**src/rtl/instr_fetch_unit_pkg.sv**
```systemverilog
// Shared definitions for the instruction fetch unit: word size, instruction
// field positions, the default reset PC and the buffered fetch entry.
package instr_fetch_unit_pkg;

    localparam int XLEN = 32;
    localparam logic [XLEN-1:0] RESET_PC_DEFAULT = 32'h0000_0000;

    localparam int OP_LSB = 0;
    localparam int OP_MSB = 6;
    localparam int F3_LSB = 12;
    localparam int F3_MSB = 14;
    localparam int F7_LSB = 25;
    localparam int F7_MSB = 31;

    typedef struct packed {
        logic [XLEN-1:0] pc;
        logic [XLEN-1:0] word;
    } fetch_entry_t;

    function automatic logic [XLEN-1:0] align_word(input logic [XLEN-1:0] a);
        return {a[XLEN-1:2], 2'b00};
    endfunction

endpackage

```
**src/rtl/instr_fetch_unit_fetch_fifo.sv**
```systemverilog
// Small FIFO of {pc, word} fetch entries with a flush that empties it in one cycle.
// Flush wins over a same-cycle write or read.
module fetch_fifo
    import instr_fetch_unit_pkg::*;
#(
    parameter int DEPTH = 2,
    localparam int CW = $clog2(DEPTH + 1)
) (
    input  logic          clk,
    input  logic          rst,
    input  logic          flush,
    input  logic          wr_en,
    input  fetch_entry_t  wr_data,
    input  logic          rd_en,
    output fetch_entry_t  rd_data,
    output logic [CW-1:0] count
);

    localparam int PW = (DEPTH > 2) ? 2 : 1;

    fetch_entry_t  mem [DEPTH];
    logic [PW-1:0] rd_ptr;
    logic [PW-1:0] wr_ptr;

    function automatic logic [PW-1:0] bump(input logic [PW-1:0] p);
        return (p == PW'(DEPTH - 1)) ? '0 : p + 1'b1;
    endfunction

    always_ff @(posedge clk) begin
        if (rst || flush) begin
            rd_ptr <= '0;
            wr_ptr <= '0;
            count  <= '0;
        end else begin
            if (wr_en) wr_ptr <= bump(wr_ptr);
            if (rd_en) rd_ptr <= bump(rd_ptr);
            count <= count + CW'(wr_en) - CW'(rd_en);
        end
    end

    always_ff @(posedge clk) begin
        if (wr_en && !flush) mem[wr_ptr] <= wr_data;
    end

    // Upstream slot reservation must make a write into a full FIFO impossible.
    always_ff @(posedge clk) begin
        if (!rst && !flush && wr_en) assert (count != CW'(DEPTH));
    end

    assign rd_data = mem[rd_ptr];

endmodule

```
**src/rtl/instr_fetch_unit.sv**
```systemverilog
// Instruction fetch front end: issues word fetches, buffers in-order responses
// with their PC, and discards responses belonging to a redirected path.
module instr_fetch_unit
    import instr_fetch_unit_pkg::*;
#(
    parameter logic [XLEN-1:0] RESET_PC  = RESET_PC_DEFAULT,
    parameter int              BUF_DEPTH = 2
) (
    input  logic            clk,
    input  logic            rst,
    output logic            imem_req_valid,
    output logic [XLEN-1:0] imem_req_addr,
    input  logic            imem_req_ready,
    input  logic            imem_rsp_valid,
    input  logic [XLEN-1:0] imem_rsp_data,
    output logic            instr_valid,
    input  logic            instr_ready,
    output logic [XLEN-1:0] instr,
    output logic [XLEN-1:0] instr_pc,
    output logic [6:0]      Op,
    output logic [2:0]      funct3,
    output logic [6:0]      funct7,
    input  logic            PCSrc,
    input  logic [XLEN-1:0] branch_target
);

    localparam int CW = $clog2(BUF_DEPTH + 1);
    localparam int DW = 8;

    logic [XLEN-1:0] fetch_pc;
    logic [XLEN-1:0] rsp_pc;
    logic [CW-1:0]   inflight;
    logic [CW-1:0]   count;
    logic [DW-1:0]   drop_cnt;
    logic            req_fire;
    logic            stale;
    logic            rsp_live;
    logic            accept;
    fetch_entry_t    head;
    fetch_entry_t    wr_entry;

    // Slots are reserved at request time, so live responses always find room.
    // rst gating keeps the request quiet while reset is held.
    assign imem_req_valid = !rst && ((int'(inflight) + int'(count)) < BUF_DEPTH);
    assign imem_req_addr  = fetch_pc;
    assign req_fire       = imem_req_valid && imem_req_ready;

    // A response with nothing outstanding predates the last reset and is ignored.
    assign stale    = imem_rsp_valid && (drop_cnt != '0);
    assign rsp_live = imem_rsp_valid && (drop_cnt == '0) && (inflight != '0);
    assign accept   = instr_valid && instr_ready;
    assign wr_entry = {rsp_pc, imem_rsp_data};

    always_ff @(posedge clk) begin
        if (rst) begin
            fetch_pc <= RESET_PC;
            rsp_pc   <= RESET_PC;
            inflight <= '0;
            drop_cnt <= '0;
        end else if (PCSrc) begin
            // Everything still outstanding, including this cycle's request, is now stale.
            fetch_pc <= align_word(branch_target);
            rsp_pc   <= align_word(branch_target);
            inflight <= '0;
            drop_cnt <= drop_cnt + DW'(inflight) + DW'(req_fire) - DW'(stale || rsp_live);
        end else begin
            if (req_fire) fetch_pc <= fetch_pc + 32'd4;
            if (rsp_live) rsp_pc <= rsp_pc + 32'd4;
            inflight <= inflight + CW'(req_fire) - CW'(rsp_live);
            if (stale) drop_cnt <= drop_cnt - 1'b1;
        end
    end

    fetch_fifo #(.DEPTH(BUF_DEPTH)) u_fifo (
        .clk     (clk),
        .rst     (rst),
        .flush   (PCSrc),
        .wr_en   (rsp_live && !PCSrc),
        .wr_data (wr_entry),
        .rd_en   (accept),
        .rd_data (head),
        .count   (count)
    );

    assign instr_valid = (count != '0);
    assign instr       = instr_valid ? head.word : '0;
    assign instr_pc    = instr_valid ? head.pc : '0;
    assign Op          = instr[OP_MSB:OP_LSB];
    assign funct3      = instr[F3_MSB:F3_LSB];
    assign funct7      = instr[F7_MSB:F7_LSB];

endmodule

```
**config.mk**
```make
export PLATFORM = sky130hd
export DESIGN_NAME = instr_fetch_unit
export DESIGN_NICKNAME = d
export VERILOG_FILES = /design/src/rtl/instr_fetch_unit_pkg.sv /design/src/rtl/instr_fetch_unit_fetch_fifo.sv /design/src/rtl/instr_fetch_unit.sv
export SDC_FILE = /design/constraint.sdc
export NUM_CORES = 1
export LEC_CHECK = 0
export CAP_MARGIN = 20
export CORE_UTILIZATION = 55
export CTS_CLUSTER_DIAMETER = 100
export DETAILED_ROUTE_END_ITERATION = 8
export HOLD_SLACK_MARGIN = 0.02
export PLACE_DENSITY = 0.84
export SYNTH_ARGS = -nofsm -noshare
export SYNTH_HDL_FRONTEND = slang
export SYNTH_SLANG_ARGS = --single-unit
```
**constraint.sdc**
```tcl
create_clock -name clk -period 7.6 [get_ports clk]
set_input_delay 0.76 -clock clk [delete_from_list [all_inputs] [get_ports clk]]
set_output_delay 0.76 -clock clk [all_outputs]
set_load 0.01 [all_outputs]
```
# Word level (Yosys, flattened, before mapping)

Memory sizes are Yosys's and may differ from the RTL's. A register that Yosys moved wholly into a read port is not among the register bits.
Cells that the tools add are included.
W data, S select, Z words.

Bits in registers: 78
RAM bits: 128
Word-level logic and storage cells: 58
Memories: 1

Add/sub/neg operators: 13
Order comparisons: 1
Multiplexer cells: 14
Reduce and logical (&&, ||, !) cells: 20

Memories:

| name       | words | width | read ports | clocked after Yosys merged registers in | wr ports | line                              | text |
|---|---|---|---|---|---|---|---|
| u_fifo.mem | 2     | 64    | 1          | 1                                       | 1        | instr_fetch_unit_fetch_fifo.sv:21 | `fetch_entry_t mem [DEPTH];` |

Operators with widths:

| kind                    | count |
|---|---|
| $mux W32                | 6 |
| $add A32 B3 Y32 const B | 2 |
| $mux W8                 | 2 |
| $reduce_bool A2 Y1      | 5 |
| $add A8 B1 Y8           | 1 |
| $add A8 B2 Y8           | 1 |
| $logic_and A1 B1 Y1     | 8 |
| $logic_not A8 Y1        | 1 |
| $reduce_bool A8 Y1      | 1 |
| $sub A8 B1 Y8           | 1 |
| $sub A8 B1 Y8 const B   | 1 |
| $mux W1                 | 6 |
| $add A2 B1 Y2           | 2 |
| $sub A2 B1 Y2           | 2 |
| $add A2 B2 Y3           | 1 |
| $lt A3 B2 Y1 const B    | 1 |
| $add A1 B1 Y1 const B   | 2 |
| $logic_not A1 Y1        | 2 |
| $logic_or A1 B1 Y1      | 2 |
| $reduce_or A2 Y1        | 1 |

# Longest topological paths before layout

Depth after elaboration: 7
Gate-level depth with buffers: 14
Gate-level depth less buffers: 13

# By module

Synthesis repeated with hierarchy kept, for this count alone.

Cell total of the unflattened synthesis: 824
Area total of the unflattened synthesis: 10054.6 um^2

By module, submodules not included:

| module           | instances | cells an instance | area an instance (um^2) | sequential area each (um^2) |
|---|---|---|---|---|
| fetch_fifo       | 1         | 218               | 5133.7                  | 3943.8 |
| instr_fetch_unit | 1         | 606               | 4921.0                  | 1401.3 |

# Least setup slack after synthesis

No wires, ideal clock.

Path type: input to register
Start: in imem_rsp_valid
End: mem u_fifo.mem[0][0] (netlist bit), enable pin
Arrival time: 4289 ps
Setup slack: 2829 ps
Cell stages on the path: 7
Buffers on the path: 2
Path through: buf_2 > o21ai_1 > or2_2 > clkbuf_1 > clkinv_1 > nand2_1 > nor2_1

Cells in the longest elaborated chain, start to end: 6

RTL lines:

| what                             | line                              | text |
|---|---|---|
| from (decl)                      | instr_fetch_unit.sv:14            | `input logic imem_rsp_valid,` |
| $logic_and A1 B1 Y1 (2 in a row) | instr_fetch_unit.sv:50            | `assign rsp_live = imem_rsp_valid && (drop_cnt == '0) && (inflight != '0);` |
| $logic_and A1 B1 Y1              | instr_fetch_unit.sv:78            | `.wr_en (rsp_live && !PCSrc),` |
| $logic_and A1 B1 Y1              | instr_fetch_unit_fetch_fifo.sv:42 | `if (wr_en && !flush) mem[wr_ptr] <= wr_data;` |
| $mux W1                          | instr_fetch_unit_fetch_fifo.sv:42 |  |
| $mux W1 (implied by the code)    | instr_fetch_unit_fetch_fifo.sv:42 |  |
| to (decl)                        | instr_fetch_unit_fetch_fifo.sv:21 |  |

No other way between the ends.

# Worst setup path in the final report

Start: reg drop_cnt[5]
End: reg drop_cnt[6]

Cells in the longest elaborated chain, start to end: 6
Elaborated cells between the ends (all ways): 13
Those cells by class: add/sub: 4; mux: 2; reduce/logical: 7

RTL lines:

| what                                                  | line                   | text |
|---|---|---|
| from (decl)                                           | instr_fetch_unit.sv:34 | `logic [DW-1:0] drop_cnt;` |
| from (signal assigned)                                | instr_fetch_unit.sv:65 | `drop_cnt <= drop_cnt + DW'(inflight) + DW'(req_fire) - DW'(stale \|\| rsp_live);` |
| from (signal assigned)                                | instr_fetch_unit.sv:70 | `if (stale) drop_cnt <= drop_cnt - 1'b1;` |
| branches (longest 6 deep; another with $add A8 B2 Y8) | --                     |  |

Parallel ways; which one is timed is not known. The select of a mux whose other input is x is not followed.
A chain may end at the register's enable or synchronous reset.

==> impl_metrics.yaml <==
synth:
  synth.avg_cell_area_um2: 11.2
  synth_edf_count: 124
  synth_cell_types: 52
  synth_area_um2: 9360
  yosys.area.top_type: "edfxtp_1"
  ys_ff_latch: 199
  ys_warn_count: 0
  synth_top_area_share: 0.398
  synthCells: 834
  async_flop_share: 0
  synth_area_leaders: "edfxtp_1, dfxtp_1, mux2i_1"
  ys_seq_area_frac: 0.559
  ys.flop_type: "edfxtp_1"
cts:
  cts_buffer_depth: 2
  clock_latency_ns: 0.44
  cts_buffers: 17
  root_buffer: "clkbuf_16"
  post_cts_resized: 0
  htreeDepth: 4
  path_clk_slew_ns: 0.07
  cts_tree: "done"
  numClockSinks: 199
  hold_buffers: 0
  postCtsSetupRepairBufs: 0
placed_design:
  gp_congestion: 0.835
  place.detailed.hpwl_um: 13400
  port_buffers: 178
  placed_area_um2: 11200
sta:
  clock.fmax_ghz: 0.272
  worstMarginPinSlew_ns: 1.10
  slew_violations: 0
  fin_crit_sh: 0.484
  fin_setup_tns_ns: 0
  fin_skew_ns: 0.00905
  min_period_ns: 3.68
  hold_viol_final: 0
  slew_headroom: 0.269
  hold_ws_ns: 0.520
  setup_viol: 0
  rsz0062_at_grt: "false"
setup_path:
  end_kind: "register"
  critPathLaunchType: "register"
  worstSetupPathType: "reg -> reg"
  r2r_slack_ns: 3.92
  path_max_fanout: 13
  endpoint: "drop_cnt[6]$_SDFFE_PP0P_"
  r2r-start: "drop_cnt[5]$_SDFFE_PP0P_"
  cp_data_required_time_ns: 7.96
  rr_endpoint: "drop_cnt[6]$_SDFFE_PP0P_"
  arrival_ns: 4.04
  reg2reg_depth: 13
  crit_start: "drop_cnt[5]$_SDFFE_PP0P_"
layout:
  areaGrowthSynthToFinish_pct: 25.2
  final_cell_mix: "clkdlybuf4s50_1, edfxtp_1, nor2_1"
  postLayoutCellArea_um2: 11700
  nFillCells: 1193
  final_nets: 1076
  diodes: 0
  utilization: 0.706
  drive_gt1_frac: 0.0514
  mostFrequentLayoutCell: "clkdlybuf4s50_1"
floorplanning:
  die-area_um2: 17500
  die_h_um: 132
  placementRows: 47
  start_util: 0.564
  io_pins: 185
  core_um2: 16600
  die_x_um: 132
worst_hold_path:
  hold_start: "rsp_pc[31]$_SDFFE_PP0P_"
  hp-class: "reg -> reg"
drt:
  avgRoutedWirePerCell_um: 16.6
  dr.first_iter.drc_count: 568
  ant_nets: 0
  vias_per_cell: 5.53
  dr.pass1.iters: 5
  drc: 0
  drt-total-wl_um: 20100
  route.vias.total: 6707
grt:
  grt_max_degree: 64
  grt.total_usage: 0.233
  grt_pass1_vias: 6416
  grt_pass1_wl_um: 32300
  antenna_found_initial: 0
  grt_overflow: 0
power:
  p_sw_frac: 0.273
  p_int_w: 0.00183
  p_sw_w: 0.000688
  powerDensity_nw_per_um2: 215
  ir_drop_uv: 228
  pwr-share-clk: 0.333
  p_seq_frac: 0.491
  leakage_nw: 3.99
  power_frac_comb: 0.175
run_status:
  status: "finished, final reports clean"
job:
  maxCapViolations: 0
==> cell usage after synthesis (all sizes together) (2+ instances only) <==
cell    number
a31oi        2
and3        15
nand2       28
and4         6
nand3       18
nor2        95
o21ai        4
nor4        14
nor2b        6
a211oi      12
a21o         2
nand4       26
edfxtp     124
xnor2       46
clkbuf      33
mux2i       62
nand2b       3
a21oi       31
ha          23
or2          4
a311o        3
nor3        20
o21bai       2
a21boi      32
buf         27
dfxtp       75
a211o        7
and2         8
o21a        11
xor2        11
inv         62
o31a         8
fa           3
==> stage by stage <==
step	std cells	setup WS, ns	power [W]
final	1213	3.92	0.00251
after global routing	1213	3.66	0.00262
after CTS	1213	3.98	0.00252
after detailed placement	1181	3.60	0.00169
after global placement	1181	3.62	0.00167
after floorplan	837	2.83	0.00155
==> logic make-up after synthesis <==
| group | count (synthesis) | synth area share |
|---|---|---|
| AO/OA/AOI/OAI | 119 | 0.0891 |
| multiplexers | 62 | 0.0663 |
| XOR/XNOR | 57 | 0.0534 |
| buffers and inverters | 123 | 0.0595 |
| adder cells (fa/ha/maj) | 26 | 0.0372 |
| AND/OR/NAND/NOR | 247 | 0.136 |
| other | 1 | 0.000401 |
| flip-flops | 199 | 0.559 |
==> worst min path at each step <==
stage | endpoint | depth (start not counted) | slack (ns)
6_report | u_fifo.mem[0][63]$_DFFE_PP_ | 0 | 0.52
3_3_place_gp | u_fifo.mem[0][62]$_DFFE_PP_ | 0 | 0.48
5_1_grt | u_fifo.mem[1][62]$_DFFE_PP_ | 0 | 0.53
3_5_place_dp | u_fifo.mem[0][63]$_DFFE_PP_ | 0 | 0.51
2_1_floorplan | u_fifo.mem[0][63]$_DFFE_PP_ | 0 | 0.44
4_1_cts | u_fifo.mem[0][62]$_DFFE_PP_ | 0 | 0.52
==> per-layer routing <==
metal  vias to the layer above  global-route usage  wire length, µm
met5                         -                   0                0
met4                         0              0.0920              431
met3                        43              0.0433             1290
met2                       276               0.374             9500
met1                      3155               0.313             8890
li1                       3233                   -                -
==> registers in the layout (all words and copies together) (netlist names), named ones only <==
register / count
inflight: 2
drop_cnt: 8
u_fifo.rd_ptr: 1
u_fifo.mem: 124
imem_req_addr: 30
u_fifo.count: 2
u_fifo.wr_ptr: 1
rsp_pc: 30
==> worst max-delay path, cell delays in order, from the launching register on <==
cell	delay, ns
dfxtp_1	0.31
inv_1	0.15
ha_1	0.19
nand4_1	0.49
nand2_1	0.37
nand2_1	0.10
ha_1	0.31
fa_1	0.41
fa_1	0.41
nand2b_1	0.16
a21oi_1	0.19
o21ai_0	0.14
a211o_1	0.28
o211ai_1	0.08
==> final cells by class <==
| class | count | area [µm²] | area share |
|---|---|---|---|
| Multi-Input combinational cell | 515 | 3600 | 0.308 |
| Clock inverter | 15 | 120 | 0.0103 |
| Clock buffer | 17 | 425 | 0.0363 |
| Sequential cell | 199 | 5230 | 0.447 |
| Timing Repair Buffer | 184 | 1820 | 0.156 |
| Inverter | 63 | 236 | 0.0202 |
| Tap cell | 220 | 275 | 0.0235 |
==> power by group through the flow <==
stage          Clock [W]  Sequential (W)  Combinational (W)
6_report        0.000839         0.00124           0.000440
5_1_grt         0.000889         0.00124           0.000487
4_1_cts         0.000847         0.00123           0.000437
3_5_place_dp           0         0.00126           0.000429
3_3_place_gp           0         0.00126           0.000418
2_1_floorplan          0         0.00125           0.000303
Power figures use the tool's default switching activity.
